==> src/rtl/scard_pkg.sv <==
// Shared types and defaults for the smartcard receive path.
`timescale 1ns/1ps
package scard_pkg;

    typedef enum logic [1:0] {
        IDLE = 2'd0,
        RECV = 2'd1,
        DONE = 2'd2
    } scard_state_e;

    localparam int unsigned SCARD_DEPTH = 32;
    localparam int unsigned SCARD_TMO_W = 16;

endpackage

==> src/rtl/scard_rx_mem.sv <==
// DEPTH x 8 simple dual-port RAM: synchronous write, registered read.
`timescale 1ns/1ps
module scard_rx_mem #(
    parameter int unsigned DEPTH = 32,
    parameter int unsigned AW    = $clog2(DEPTH)
) (
    input  logic          clk_i,
    input  logic          reset_i,
    input  logic          we_i,
    input  logic [AW-1:0] waddr_i,
    input  logic [7:0]    wdata_i,
    input  logic          re_i,
    input  logic [AW-1:0] raddr_i,
    output logic [7:0]    rdata_o
);

    logic [7:0] mem_q [DEPTH];
    logic [7:0] rdata_q;

    always_ff @(posedge clk_i) begin
        if (we_i) begin
            mem_q[waddr_i] <= wdata_i;
        end
    end

    // Only the output register is reset; the array itself is left alone.
    always_ff @(posedge clk_i or posedge reset_i) begin
        if (reset_i) begin
            rdata_q <= 8'h00;
        end else if (re_i) begin
            rdata_q <= mem_q[raddr_i];
        end
    end

    assign rdata_o = rdata_q;

endmodule

==> src/rtl/scard_rx_buffer.sv <==
// Smartcard receive FIFO with optional idle-timeout packet detection
// (enable with SCARD_RXBUF_TIMEOUT_EN).
`timescale 1ns/1ps
module scard_rx_buffer
    import scard_pkg::*;
#(
    parameter int unsigned DEPTH = SCARD_DEPTH,
    parameter int unsigned TMO_W = SCARD_TMO_W
) (
    input  logic                     clk_i,
    input  logic                     reset_i,
    input  logic [7:0]               async_data,
    input  logic                     async_datardy,
    input  logic                     clear,
    input  logic                     rd_en,
    output logic [7:0]               rd_data,
    output logic                     rd_valid,
    output logic [$clog2(DEPTH):0]   count,
    output logic                     empty,
    output logic                     full,
    output logic                     overflow,
    input  logic [TMO_W-1:0]         timeout_cycles,
    output logic                     pkt_done
);

    localparam int unsigned AW = $clog2(DEPTH);
    localparam int unsigned CW = AW + 1;
    localparam logic [CW-1:0] FULL_CNT = CW'(DEPTH);

    logic [AW-1:0] wr_ptr_q, wr_ptr_d;
    logic [AW-1:0] rd_ptr_q, rd_ptr_d;
    logic [CW-1:0] count_q, count_d;
    logic          ovf_q, rd_valid_q;
    logic          pop, wr_acc;

    assign empty  = (count_q == '0);
    assign full   = (count_q == FULL_CNT);
    assign pop    = rd_en & ~empty;
    // A pop in the same cycle frees the slot, so a full buffer still accepts.
    assign wr_acc = async_datardy & (~full | pop);

    always_comb begin
        wr_ptr_d = wr_ptr_q;
        rd_ptr_d = rd_ptr_q;
        count_d  = count_q;
        if (wr_acc) wr_ptr_d = wr_ptr_q + AW'(1);
        if (pop)    rd_ptr_d = rd_ptr_q + AW'(1);
        if (wr_acc && !pop)      count_d = count_q + CW'(1);
        else if (pop && !wr_acc) count_d = count_q - CW'(1);
    end

    always_ff @(posedge clk_i or posedge reset_i) begin
        if (reset_i) begin
            wr_ptr_q   <= '0;
            rd_ptr_q   <= '0;
            count_q    <= '0;
            ovf_q      <= 1'b0;
            rd_valid_q <= 1'b0;
        end else if (clear) begin
            wr_ptr_q   <= '0;
            rd_ptr_q   <= '0;
            count_q    <= '0;
            ovf_q      <= 1'b0;
            rd_valid_q <= 1'b0;
        end else begin
            wr_ptr_q   <= wr_ptr_d;
            rd_ptr_q   <= rd_ptr_d;
            count_q    <= count_d;
            rd_valid_q <= pop;
            if (async_datardy && !wr_acc) ovf_q <= 1'b1;
        end
    end

    scard_rx_mem #(.DEPTH(DEPTH), .AW(AW)) u_mem (
        .clk_i   (clk_i),
        .reset_i (reset_i),
        .we_i    (wr_acc & ~clear),
        .waddr_i (wr_ptr_q),
        .wdata_i (async_data),
        .re_i    (pop & ~clear),
        .raddr_i (rd_ptr_q),
        .rdata_o (rd_data)
    );

    assign rd_valid = rd_valid_q;
    assign count    = count_q;
    assign overflow = ovf_q;

`ifdef SCARD_RXBUF_TIMEOUT_EN
    scard_state_e      state_q;
    logic [TMO_W-1:0]  timer_q;
    logic              pkt_done_q;

    // Dropped bytes still count as line activity.
    always_ff @(posedge clk_i or posedge reset_i) begin
        if (reset_i) begin
            state_q    <= IDLE;
            timer_q    <= '0;
            pkt_done_q <= 1'b0;
        end else if (clear) begin
            state_q    <= IDLE;
            timer_q    <= '0;
            pkt_done_q <= 1'b0;
        end else begin
            unique case (state_q)
                IDLE: begin
                    if (async_datardy) begin
                        state_q <= RECV;
                        timer_q <= '0;
                    end
                end
                RECV: begin
                    if (async_datardy) begin
                        timer_q <= '0;
                    end else if (timeout_cycles != '0 &&
                                 timer_q == timeout_cycles - TMO_W'(1)) begin
                        state_q    <= DONE;
                        pkt_done_q <= 1'b1;
                    end else if (timer_q != '1) begin
                        timer_q <= timer_q + TMO_W'(1);
                    end
                end
                DONE: begin
                    if (async_datardy) begin
                        state_q    <= RECV;
                        timer_q    <= '0;
                        pkt_done_q <= 1'b0;
                    end
                end
                default: begin
                    state_q    <= IDLE;
                    timer_q    <= '0;
                    pkt_done_q <= 1'b0;
                end
            endcase
        end
    end

    assign pkt_done = pkt_done_q;
`else
    logic unused_tmo;
    assign unused_tmo = ^timeout_cycles;
    assign pkt_done   = 1'b0;
`endif

endmodule

==> config.mk <==
export PLATFORM = sky130hd
export DESIGN_NAME = scard_rx_buffer
export DESIGN_NICKNAME = d
export VERILOG_FILES = /design/src/rtl/scard_pkg.sv /design/src/rtl/scard_rx_mem.sv /design/src/rtl/scard_rx_buffer.sv
export SDC_FILE = /design/constraint.sdc
export NUM_CORES = 1
export LEC_CHECK = 0
export BUFFER_PORTS_ARGS = -buffer_cell sky130_fd_sc_hd__buf_2
export CAP_MARGIN = 20
export CORE_UTILIZATION = 30
export CTS_BUF_LIST = sky130_fd_sc_hd__clkbuf_4 sky130_fd_sc_hd__clkbuf_8
export DETAILED_ROUTE_END_ITERATION = 12
export SETUP_SLACK_MARGIN = 0.02
export SYNTH_ARGS = -nofsm -noshare
export SYNTH_HDL_FRONTEND = slang
export SYNTH_SLANG_ARGS = --single-unit
==> constraint.sdc <==
create_clock -name clk_i -period 3.8 [get_ports clk_i]
set_clock_uncertainty 0.15 [all_clocks]
set_input_delay 0.19 -clock clk_i [delete_from_list [all_inputs] [get_ports clk_i]]
set_output_delay 0.19 -clock clk_i [all_outputs]
set_load 0.05 [all_outputs]
==> implementation parameters <==
Parameter                              Value

CTS
  Clk Tree Root Cell    clkbuf_8
  Maximum clock path buffer count    3
  Register clock-pin slew on the reported worst setup and hold paths    around 60 ps
  Clock tree from TritonCTS    done
  Source-to-sink clock delay at the later pin of the worst-skew pair    between 500 and 600 ps
  TritonCTS Buffers    47
  Post-CTS setup repair buffer count    0
  # H-tree levels    2
  TritonCTS Sinks    between 200 and 300

Worst setup path
  Worst reg2reg startpoint    count[0]$_DFFE_PP0P_
  Required time of the critical path    4060 ps
  Crit path launch type    flop
  Worst setup path startpoint    count[0]$_DFFE_PP0P_
  Maximum fanout count along the critical path    8
  Setup slack of the most critical reg-to-reg path    about 800 ps
  Type of the worst setup path    reg -> reg
  CP Capture Type    flop
  Critical path data arrival time    between 3000 and 4000 ps

Power
  Pint    ~0.0055 W
  Power Dens Cells    between 500 and 600 nW/um^2
  Switching power    ~0.0022 W
  Switching Fraction    0.291
  LEAKAGE    4.32 nW
  Clock network power share    0.331
  Fraction of power consumed by combinational cells    0.196
  Post-layout total power    ~0.0077 W
  Power share of the sequential group    0.473
  Maximum VDD drop    between 0.0004 and 0.0005 V

Detailed routing
  Post-route DRC    0
  DR top layer    met4
  Number of detailed-route iterations in the first pass    4
  Met2 routed wirelength    between 10000 and 15000 um
  Via count    ~6.2k
  Routed wirelength normalized by instance count    ~19 um
  Routed wire length    approximately 25000 um
  Via/cell ratio    ~4.8
  M1 wire length    roughly 11000 um
  Starting DRT DRC Count    approximately 450
  Post-route ant nets    0
  Met3 WL    between 1000 and 1500 um

Hold path
  Hold WC Path Type    in -> reg
  Hold Path Origin    async_data[6]

Synthesis
  Combinational family with the most area after synthesis    multiplexers
  Adder-cell share of the synthesized area    0.0114
  Area share of xor/xnor cells in the synthesized design    0.00968
  Proportion of synthesized area in mux cells    0.112
  Synth cell types    51
  Count of synthesis-stage warnings from yosys    0
  Syn Inst Count    between 600 and 700
  #FFs+latches synth    282
  Post-synth EDFFs    256
  Area fraction in and, or, nand and nor cells after synthesis    0.0386
  Fraction of registers with async set/reset    0.0922
  Avg Inst Size Synth    around 17 um^2
  Sequential-to-total area share from yosys stat    0.717
  Compound-Gate Fraction of Synth Area    0.0847
  Netlist area before placement    approximately 12000 um^2
  Top flip-flop cell by instance count after synthesis    edfxtp_1
  Synthesized Nets    around 740

STA
  Min cycle time layout    ~3000 ps
  RSZ-0062 raised after global routing    no
  Final hold viol count    0
  Setup TNS    0 ps
  Measured slew at the worst slew-check pin    just under 1000 ps
  Final Cycle Share    0.794
  Final setup violation count    0
  Achievable Freq    approximately 0.33 GHz
  Relative slew margins    0.339
  Number of max-slew violations in the final report    0
  Worst Hold Margin    ~45 ps

Global routing
  Remaining global-route overflow    0
  Vias in the first global route    6478
  Total global-route track usage    0.128
  Number of antenna violations at the first check in global routing    0
  Pin count of the biggest net entering global routing    39
  Global-route wire length before repair    37600 um

Die
  Initial Util    0.307
  Row count    slightly above 70
  Die span in y    approximately 200 um
  Width of the die    just under 200 um
  Top-Level Pins    between 40 and 50
  Core box area    37900 um^2
  Overall die area    ~40000 um^2

Place
  Count of buffers inserted at the top-level ports    30
  Detail Placement HPWL    approximately 15000 um
  Routability congestion estimate from global placement    0.771

Finish
  Layout cell share with drive strength beyond 1    0.186
  Count of nets after finishing    about 800
  Number of diodes    0
  Area growth syn-to-layout    14.6%
  Final Core Density    0.351

Flow run
  Max-cap viol count    0

Run status
  Result of the run    finished, final reports clean
==> final timing paths <==
path / endpoint / cells after the start
worst max register to register: count[5]$_DFFE_PP0P_ / 10
min in group asynchronous: overflow$_DFFE_PP0P_ / 4
worst max-delay path: count[5]$_DFFE_PP0P_ / 10
worst min-delay path: u_mem.mem_q[13][6]$_DFFE_PP_ / 1
worst min register to register: u_mem.rdata_o[4]$_DFFE_PP0P_ / 2
max in group asynchronous: rd_ptr_q[1]$_DFFE_PP0P_ / 5
==> power groups by stage <==
stage	logic (W)	clock network, W	registers, W
after detailed placement	0.00152	0	0.00371
after floorplan	0.000998	0	0.00384
after global placement	0.00149	0	0.00371
final	0.00151	0.00255	0.00364
after CTS	0.00152	0.00262	0.00365
after global routing	0.00163	0.00275	0.00366
==> Yosys cell counts, types with 2 or more instances <==
library cell	number	area, um^2
edfxtp_1	256	7690
mux2i_1	130	1300
nor2_1	51	191
a22oi_1	32	240
dfrtp_1	26	651
nand2_1	21	78.8
a21oi_1	19	95.1
a22o_1	16	140
buf_4	10	75.1
a221oi_1	9	78.8
buf_2	9	45.0
buf_6	9	101
clkbuf_1	9	33.8
ha_1	9	113
inv_1	9	33.8
o41ai_2	9	146
o22ai_1	8	50.1
xor2_1	8	70.1
a221oi_2	7	105
nand4_1	4	25.0
nand2b_1	3	18.8
nand3b_1	3	22.5
o31ai_1	3	22.5
xnor2_1	3	26.3
a211oi_1	2	15.0
a21o_2	2	17.5
buf_1	2	7.51
clkbuf_2	2	10.0
nand3_1	2	10.0
nor2b_1	2	12.5
nor3_1	2	10.0
or3_1	2	12.5
or3b_2	2	17.5
==> state kept, by name, indices dropped and copies added, names as in the netlist <==
register	flops
u_mem.mem_q	256
u_mem.rdata_o	8
count	6
rd_ptr_q	5
wr_ptr_q	5
overflow	1
rd_valid	1
==> layer usage <==
| metal | vias up | global-route usage |
|---|---|---|
| met1 | 3176 | 0.171 |
| li1 | 2888 | - |
| met3 | 36 | 0.0251 |
| met4 | 0 | 0.0481 |
| met5 | - | 0 |
| met2 | 140 | 0.205 |
==> area by class of cell <==
cell class	count	area (um^2)
well taps	511	639
flip-flops and latches	282	8340
fillers	3633	24600
repair buffers	58	420
clock buffers	58	742
multi-input cells	367	2990
clock inverters	28	165
inverters	9	33.8
==> stage by stage <==
stage | area (um^2) | setup WS [ps] | instances
2_1_floorplan | 11600 | 733 | 699
3_3_place_gp | 12300 | 768 | 1220
3_5_place_dp | 12400 | 780 | 1221
4_1_cts | 13300 | 776 | 1313
5_1_grt | 13300 | 496 | 1313
6_report | 13300 | 783 | 1313
==> cells in the final DEF, fill, tap and decap left out, drive strengths merged, types with 4 or more instances in the layout <==
cell type / n
a22oi: 32
nand2: 21
xnor2: 4
inv: 9
a221oi: 16
nand4: 4
dlygate4sd3: 6
buf: 52
edfxtp: 256
o41ai: 9
mux2i: 130
clkinv: 26
xor2: 8
a21oi: 19
ha: 9
clkbuf: 58
o31ai: 4
dfrtp: 26
nor2: 51
o22ai: 8
a22o: 16
==> critical path, cell delays in order, from the launching register on <==
cell	delay, ps
dfrtp_1	460
or3_1	410
o31ai_2	220
nand3_2	200
ha_1	340
a211oi_1	300
o21bai_1	120
a21oi_1	230
xnor2_2	140
nor3b_1	70
a221o_1	260
==> cells by family after synthesis <==
| kind of cell | count (synthesis) |
|---|---|
| AO/OA/AOI/OAI | 116 |
| XOR/XNOR | 12 |
| adder cells (fa/ha/maj) | 10 |
| buffers and inverters | 50 |
| flip-flops | 282 |
| multiplexers | 130 |
| other | 1 |
| AND/OR/NAND/NOR | 98 |
==> timing repair <==
action	CTS	global route
gates resized for setup	0	0
hold buffers	6	0
endpoints found under the hold margin	37	0
No activity file was read; power rests on OpenSTA's default activity.
